**config.mk**
```make
export PLATFORM = sky130hd
export DESIGN_NAME = onehot_scan_decoder
export DESIGN_NICKNAME = d
export VERILOG_FILES = /design/src/rtl/onehot_scan_decoder.sv
export SDC_FILE = /design/constraint.sdc
export NUM_CORES = 1
export LEC_CHECK = 0
export BUFFER_PORTS_ARGS = -buffer_cell sky130_fd_sc_hd__clkbuf_2
export CORE_UTILIZATION = 45
export CTS_CLUSTER_DIAMETER = 80
export DETAILED_ROUTE_END_ITERATION = 10
export PLACE_DENSITY = 0.76
export SLEW_MARGIN = 20
export SYNTH_ARGS = -nofsm -noshare
export SYNTH_HDL_FRONTEND = slang
export SYNTH_SLANG_ARGS = --single-unit
```
**constraint.sdc**
```tcl
create_clock -name i_clk -period 2.1 [get_ports i_clk]
set_clock_uncertainty 0.15 [all_clocks]
set_input_delay 0.63 -clock i_clk [delete_from_list [all_inputs] [get_ports i_clk]]
set_output_delay 0.63 -clock i_clk [all_outputs]
set_load 0.01 [all_outputs]
```
**src/rtl/onehot_scan_decoder.sv**
```systemverilog
// Registered N-to-2^N one-hot decoder. The address is either loaded by the host (direct)
// or stepped internally (scan) with a programmable dwell time and wrap index.
module onehot_scan_decoder #(
    parameter int  ADDR_W     = 3,
    parameter int  DWELL_W    = 8,
    parameter bit  ACTIVE_LOW = 1'b0,
    localparam int OUT_W      = 1 << ADDR_W
) (
    input  logic               i_clk,
    input  logic               i_rst_n,
    input  logic               i_en,
    input  logic               i_mode,
    input  logic [ADDR_W-1:0]  i_addr,
    input  logic               i_load,
    input  logic [DWELL_W-1:0] i_dwell,
    input  logic [ADDR_W-1:0]  i_last,
    output logic [OUT_W-1:0]   o_selector,
    output logic [ADDR_W-1:0]  o_addr,
    output logic               o_wrap,
    output logic               o_busy
);

    // state  | meaning
    // IDLE   | block disabled, selector inactive, address parked at 0
    // DIRECT | selector follows host-loaded address
    // SCAN   | address advances after each dwell period, wraps past i_last
    typedef enum logic [1:0] {
        IDLE   = 2'd0,
        DIRECT = 2'd1,
        SCAN   = 2'd2
    } state_t;

    state_t              state_q, state_d;
    logic [ADDR_W-1:0]   addr_d;
    logic [DWELL_W-1:0]  dwell_cnt_q, dwell_cnt_d;
    logic                wrap_d;
    logic [OUT_W-1:0]    selector_d;

    always_ff @(posedge i_clk or negedge i_rst_n) begin
        if (!i_rst_n) begin
            state_q     <= IDLE;
            o_addr      <= '0;
            dwell_cnt_q <= '0;
            o_wrap      <= 1'b0;
            o_busy      <= 1'b0;
            o_selector  <= ACTIVE_LOW ? {OUT_W{1'b1}} : {OUT_W{1'b0}};
        end else begin
            state_q     <= state_d;
            o_addr      <= addr_d;
            dwell_cnt_q <= dwell_cnt_d;
            o_wrap      <= wrap_d;
            o_busy      <= (state_d != IDLE);
            o_selector  <= selector_d;
        end
    end

    always_comb begin
        state_d     = state_q;
        addr_d      = o_addr;
        dwell_cnt_d = dwell_cnt_q;
        wrap_d      = 1'b0;

        if (!i_en) begin
            state_d     = IDLE;
            addr_d      = '0;
            dwell_cnt_d = '0;
        end else begin
            case (state_q)
                IDLE: begin
                    if (i_mode) begin
                        state_d     = SCAN;
                        addr_d      = '0;
                        dwell_cnt_d = '0;
                    end else begin
                        state_d = DIRECT;
                        addr_d  = i_addr;
                    end
                end
                DIRECT: begin
                    if (i_mode) begin
                        state_d     = SCAN;
                        addr_d      = '0;
                        dwell_cnt_d = '0;
                    end else if (i_load) begin
                        addr_d = i_addr;
                    end
                end
                SCAN: begin
                    if (!i_mode) begin
                        state_d     = DIRECT;
                        addr_d      = i_addr;
                        dwell_cnt_d = '0;
                    end else if (i_load) begin
                        addr_d      = i_addr;
                        dwell_cnt_d = '0;
                    end else if (dwell_cnt_q == i_dwell) begin
                        // '>=' so a lowered i_last mid-scan still returns to 0
                        dwell_cnt_d = '0;
                        if (o_addr >= i_last) begin
                            addr_d = '0;
                            wrap_d = 1'b1;
                        end else begin
                            addr_d = o_addr + 1'b1;
                        end
                    end else begin
                        dwell_cnt_d = dwell_cnt_q + 1'b1;
                    end
                end
                default: begin
                    state_d     = IDLE;
                    addr_d      = '0;
                    dwell_cnt_d = '0;
                end
            endcase
        end
    end

    // Decode the next address so the registered selector always matches o_addr and state.
    always_comb begin
        selector_d = '0;
        if (state_d != IDLE) begin
            selector_d[addr_d] = 1'b1;
        end
        if (ACTIVE_LOW) begin
            selector_d = ~selector_d;
        end
    end

endmodule

```
# After elaboration in Yosys (flattened, before gate mapping)

Index checks and enable logic that the tools add are counted.

$add $sub $neg: 2
Magnitude comparators: 3
Equal/unequal tests: 4
Muxes and demuxes: 29
Reductions and logical operators: 4

Operators by type and width:

| cell                | number |
|---|---|
| $mux 8              | 6 |
| $mux 3              | 8 |
| $pmux 8 s2          | 1 |
| $pmux 3 s3          | 1 |
| $add 8x1->8 const B | 1 |
| $eq 8x8->1          | 1 |
| $mux 2              | 4 |
| $mux 1              | 7 |
| $pmux 2 s3          | 1 |
| $lt 3x4->1 const B  | 1 |
| $add 3x1->3 const B | 1 |
| $demux 1 s3         | 1 |
| $ge 3x1->1 const B  | 1 |
| $ge 3x3->1          | 1 |
| $ne 3x2->1 const B  | 1 |
| $eq 2x1->1 const B  | 1 |
| $eq 2x2->1 const B  | 1 |
| $logic_not 2->1     | 1 |
| $reduce_bool 2->1   | 1 |
| $reduce_or 2->1     | 1 |
| $logic_and 1x1->1   | 1 |

Register bits: 23
Input bits: 19
Output and inout port bits: 13
Logic and storage cells: 48

# Longest topological paths before layout

Depth after elaboration: 12
Depth in mapped cells: 9
Depth with buffers taken out: 8

# Worst setup path before layout

No wires, ideal clock.

Path kind: input-to-reg
From: input i_dwell[1]
To: register o_selector[3]
Arrival time: 2.007 ns
Slack: -0.177 ns
Stages: 8
Cell sequence: xnor2_1 nand4_1 or2_1 buf_2 or3_1 and3_1 buf_6 and3_1

Longest elaborated chain between the ends: 11
Elaborated cells between the ends (all ways): 12
Those cells by class: order compare: 2; eq/ne: 1; mux: 8; reduce/logical: 1

RTL lines:

| element                                                        | line | text |
|---|---|---|
| from (decl)                                                    | 15   | `input logic [DWELL_W-1:0] i_dwell,` |
| $eq 8x8->1 (*)                                                 | 96   | `end else if (dwell_cnt_q == i_dwell) begin` |
| $mux 3 (*)                                                     | 96   |  |
| $mux 3 (*)                                                     | 93   | `end else if (i_load) begin` |
| $mux 3 (*)                                                     | 89   | `if (!i_mode) begin` |
| $pmux 3 s3 (*)                                                 | 68   | `case (state_q)` |
| $mux 3 (*)                                                     | 63   | `if (!i_en) begin` |
| $lt 3x4->1 (implied by the code) or $ge 3x1->1 (tied branches) | 122  | `selector_d[addr_d] = 1'b1;` |
| $logic_and 1x1->1 (implied by the code)                        | 122  |  |
| $mux 1 (implied by the code)                                   | 122  |  |
| $demux 1 s3 (*)                                                | 122  |  |
| $mux 8 (*)                                                     | 121  | `if (state_d != IDLE) begin` |
| net selector_d[3]                                              | 37   | `logic [OUT_W-1:0] selector_d;` |
| to (signal assigned)                                           | 46   | `o_selector <= ACTIVE_LOW ? {OUT_W{1'b1}} : {OUT_W{1'b0}};` |
| to (signal assigned)                                           | 53   | `o_selector <= selector_d;` |
| to (decl)                                                      | 17   | `output logic [OUT_W-1:0] o_selector,` |

Mark *: on every way through the listed nets, which the timed path passes. The rest lies on a longest branch.
A chain may end at the register's enable or synchronous reset.

# Worst setup path after layout

From: register dwell_cnt_q[1]
To: register o_selector[2]

Longest elaborated chain between the ends: 11
Elaborated cells between the ends (all ways): 12
Those cells by class: order compare: 2; eq/ne: 1; mux: 8; reduce/logical: 1

RTL lines:

| element                                                        | line | text |
|---|---|---|
| from (decl)                                                    | 35   | `logic [DWELL_W-1:0] dwell_cnt_q, dwell_cnt_d;` |
| from (signal assigned)                                         | 50   | `dwell_cnt_q <= dwell_cnt_d;` |
| $eq 8x8->1 (*)                                                 | 96   |  |
| $mux 3 (*)                                                     | 96   |  |
| $mux 3 (*)                                                     | 93   |  |
| $mux 3 (*)                                                     | 89   |  |
| $pmux 3 s3 (*)                                                 | 68   |  |
| $mux 3 (*)                                                     | 63   |  |
| net addr_d[1]                                                  | 34   | `logic [ADDR_W-1:0] addr_d;` |
| $lt 3x4->1 (implied by the code) or $ge 3x1->1 (tied branches) | 122  |  |
| $logic_and 1x1->1 (implied by the code)                        | 122  |  |
| $mux 1 (implied by the code)                                   | 122  |  |
| $demux 1 s3 (*)                                                | 122  |  |
| $mux 8 (*)                                                     | 121  |  |
| net selector_d[2]                                              | 37   |  |

Marks and branches as above.

==> out/metrics.csv <==
metric;value;unit
grt_max_degree;24;
worst_pin_slew;562;ps
initial_utilization;47.2;%
final_common_cell;sky130_fd_sc_hd__clkbuf_2;
ys_dominant_reg_cell;sky130_fd_sc_hd__dfrtp_1;
fill_cells;215;
place.detailed.hpwl;2420;µm
timing.max_cap.violations;0;
postSynthCellCount;139;
grt-ovfl-total;0;
firstDrtPassIters;4;
setup_slack;-40.6;ps
numCtsBuffers;3;
area.sequential;576;µm²
timing.critical_path.from_type;register;
synth_seq_area_share;44.6;%
layout_worst_path_cycle_share;102;%
cts_num_sinks;23;
final_layout_size_suffix_gt1_share;40.7;%
die_h;55.6;µm
antenna_viol_nets_final;0;
power_switching;0.237;mW
ios;32;
htreeDepth;1;
power;0.844;mW
final_max_slew_viol_count;0;
dieArea;3090;µm²
static-leakage-power;0.906;nW
place.port_buffers;31;
vias_per_cell;5.65;
synth_edf_count;0;
clk_pin_slew_worst_paths;130;ps
rsz0062_at_grt;true;
synth.yosys.warnings;0;
cp-end-kind;register;
relSlewSlack;62.6;%
regToRegSetupSlack;-40;ps
internal_power;0.607;mW
multiInputGateArea;768;µm²
clock_tree.root_cell;sky130_fd_sc_hd__clkbuf_4;
dp_cells;222;
hold_buffers;0;
netSwitchingFraction;28.1;%
wire_per_inst;14.0;µm
synth-async-reset-ratio;100;%
most_frequent_cells_in_the_layout;31 x sky130_fd_sc_hd__clkbuf_2, 27 x sky130_fd_sc_hd__buf_4, 23 x sky130_fd_sc_hd__dfrtp_1;
cts_tree;yes;
final_nets;224;
initialDrtViolationCount;41;
grt_pass1_wl;5140;µm
irDropWorstVdd;497;µV
worstSetupPathType;reg2reg;
timing.critical_path.fanout_max;6;
report.final.setup_viol;3;
post_synth_instance_area;1290;µm²
synthesis.nets;163;
clock_power_share;24.8;%
core_area;2730;µm²
power.sequential.fraction;54.8;%
post_synth_num_cell_types;37;
finish.instance_area;1800;µm²
synthToLayoutAreaGrowth;39.2;%
vias_in_the_first_global_route;1210;
clock.fmax;467;MHz
antenna_found_initial;0;
die_width;55.6;µm
route.final.wire_length;3210;µm
period_minus_slack;2140;ps
timing.hold.worst.class;in2async;
placed_cell_area;1720;µm²
outcome;finished with violations;
violations;setup timing;
grtUsageTotal;21.3;%
syn-mean-instance-area;9.29;µm²
combinationalPowerShare;20.4;%
row_count;19;
power_density_of_the_placed_cells;470;nW/µm²
final_cells;230;
timing.hold.ws;121;ps
post-route-drc-count;0;
cp_data_required_time;2160;ps
diodes;0;
cp.arrival;2210;ps
cts_buffer_depth;2;
final_hold_viol_count;0;
gpl.final_weighted_congestion;1.03;
via_count;1299;
worst_skew_pair.late_latency;320;ps
yosys_register_bits;23;
-- per-stage QoR --
step | setup WS [ps] | setup TNS, ps | utilization (%)
2_1_floorplan | -111 | -641 | -
3_3_place_gp | -298 | -2310 | 62.7
3_5_place_dp | -424 | -3470 | 62.7
4_1_cts | 3.81 | 0 | 64.2
5_1_grt | -70.6 | -298 | 65.8
6_report | -40.6 | -77.3 | 65.8
-- worst max-delay path, stage by stage (launching register included) --
cell	delay [ps]
sky130_fd_sc_hd__dfrtp_1	420
sky130_fd_sc_hd__xnor2_1	160
sky130_fd_sc_hd__nand4_1	210
sky130_fd_sc_hd__or2_4	340
sky130_fd_sc_hd__a22oi_2	270
sky130_fd_sc_hd__a2111o_1	260
sky130_fd_sc_hd__inv_2	60
sky130_fd_sc_hd__and3_1	170
-- area by class of cell --
type	count	area share, %
Inverter	8	1.67
Timing Repair Buffer	58	19.9
Clock buffer	3	1.25
Sequential cell	23	32.0
Multi-Input combinational cell	106	42.7
Tap cell	31	2.16
Clock inverter	1	0.278
-- worst paths after layout --
check / cells after the start / end / startpoint
worst max-delay path: 7 / o_selector[2]$_DFF_PN0_ / dwell_cnt_q[1]$_DFFE_PN0P_
worst min-delay path: 1 / dwell_cnt_q[5]$_DFFE_PN0P_ / i_rst_n
worst max register to register: 7 / o_selector[2]$_DFF_PN0_ / dwell_cnt_q[1]$_DFFE_PN0P_
worst min register to register: 3 / dwell_cnt_q[7]$_DFFE_PN0P_ / dwell_cnt_q[7]$_DFFE_PN0P_
max in group asynchronous: 1 / o_selector[1]$_DFF_PN0_ / i_rst_n
min in group i_clk: 3 / state_q[0]$_DFF_PN0_ / i_mode
-- layer usage --
metal	GRT usage [%]	vias up	part of all wire (%)
li1	-	616	-
met1	26.3	629	40
met2	37.0	48	54
met3	2.81	6	5.0
met4	9.29	0	1.1
met5	0	-	0
-- power by group through the flow --
stage | logic [mW] | registers, mW | clock network, mW
2_1_floorplan | 0.0762 | 0.476 | 0
3_3_place_gp | 0.153 | 0.471 | 0
3_5_place_dp | 0.158 | 0.471 | 0
4_1_cts | 0.162 | 0.463 | 0.210
5_1_grt | 0.189 | 0.464 | 0.228
6_report | 0.172 | 0.463 | 0.209
-- cell usage after synthesis (all sizes together) (2+ instances only) --
master	instances	area share [%]
nor2	14	4.1
a22oi	2	1.2
nand3	4	1.6
inv	8	2.3
nor3	5	1.9
nor2b	2	0.97
dfrtp	23	45
nor3b	3	1.7
a22o	2	1.4
and2	3	1.5
o21ai	13	5.0
buf	2	1.3
nand2	14	4.1
nand4	2	0.97
xor2	2	1.4
xnor2	9	6.1
a21oi	4	1.6
ha	5	4.8
and3	6	2.9
-- registers in the layout, indices dropped and copies added, names as in the netlist --
| register | cells |
|---|---|
| o_addr | 3 |
| state_q | 2 |
| o_busy | 1 |
| o_wrap | 1 |
| dwell_cnt_q | 8 |
| o_selector | 8 |
-- timing repair --
item	4_1_cts	5_1_grt
hold endpoints to repair	0	0
setup endpoints to repair	7	8
pin swaps	2	7
gates resized for setup	4	4
buffers inserted	0	4
-- kinds of logic (layout without fill, tap and decap cells) --
family | after synthesis | after routing | synth area share (%)
XOR/XNOR | 11 | 11 | 7.46
adder cells (fa/ha/maj) | 5 | 5 | 4.84
flip-flops | 23 | 23 | 44.6
AND/OR/NAND/NOR | 58 | 58 | 22.7
buffers and inverters | 10 | 70 | 3.58
AO/OA/AOI/OAI | 32 | 32 | 16.9
Note: power is estimated with default switching activity, not from simulation.
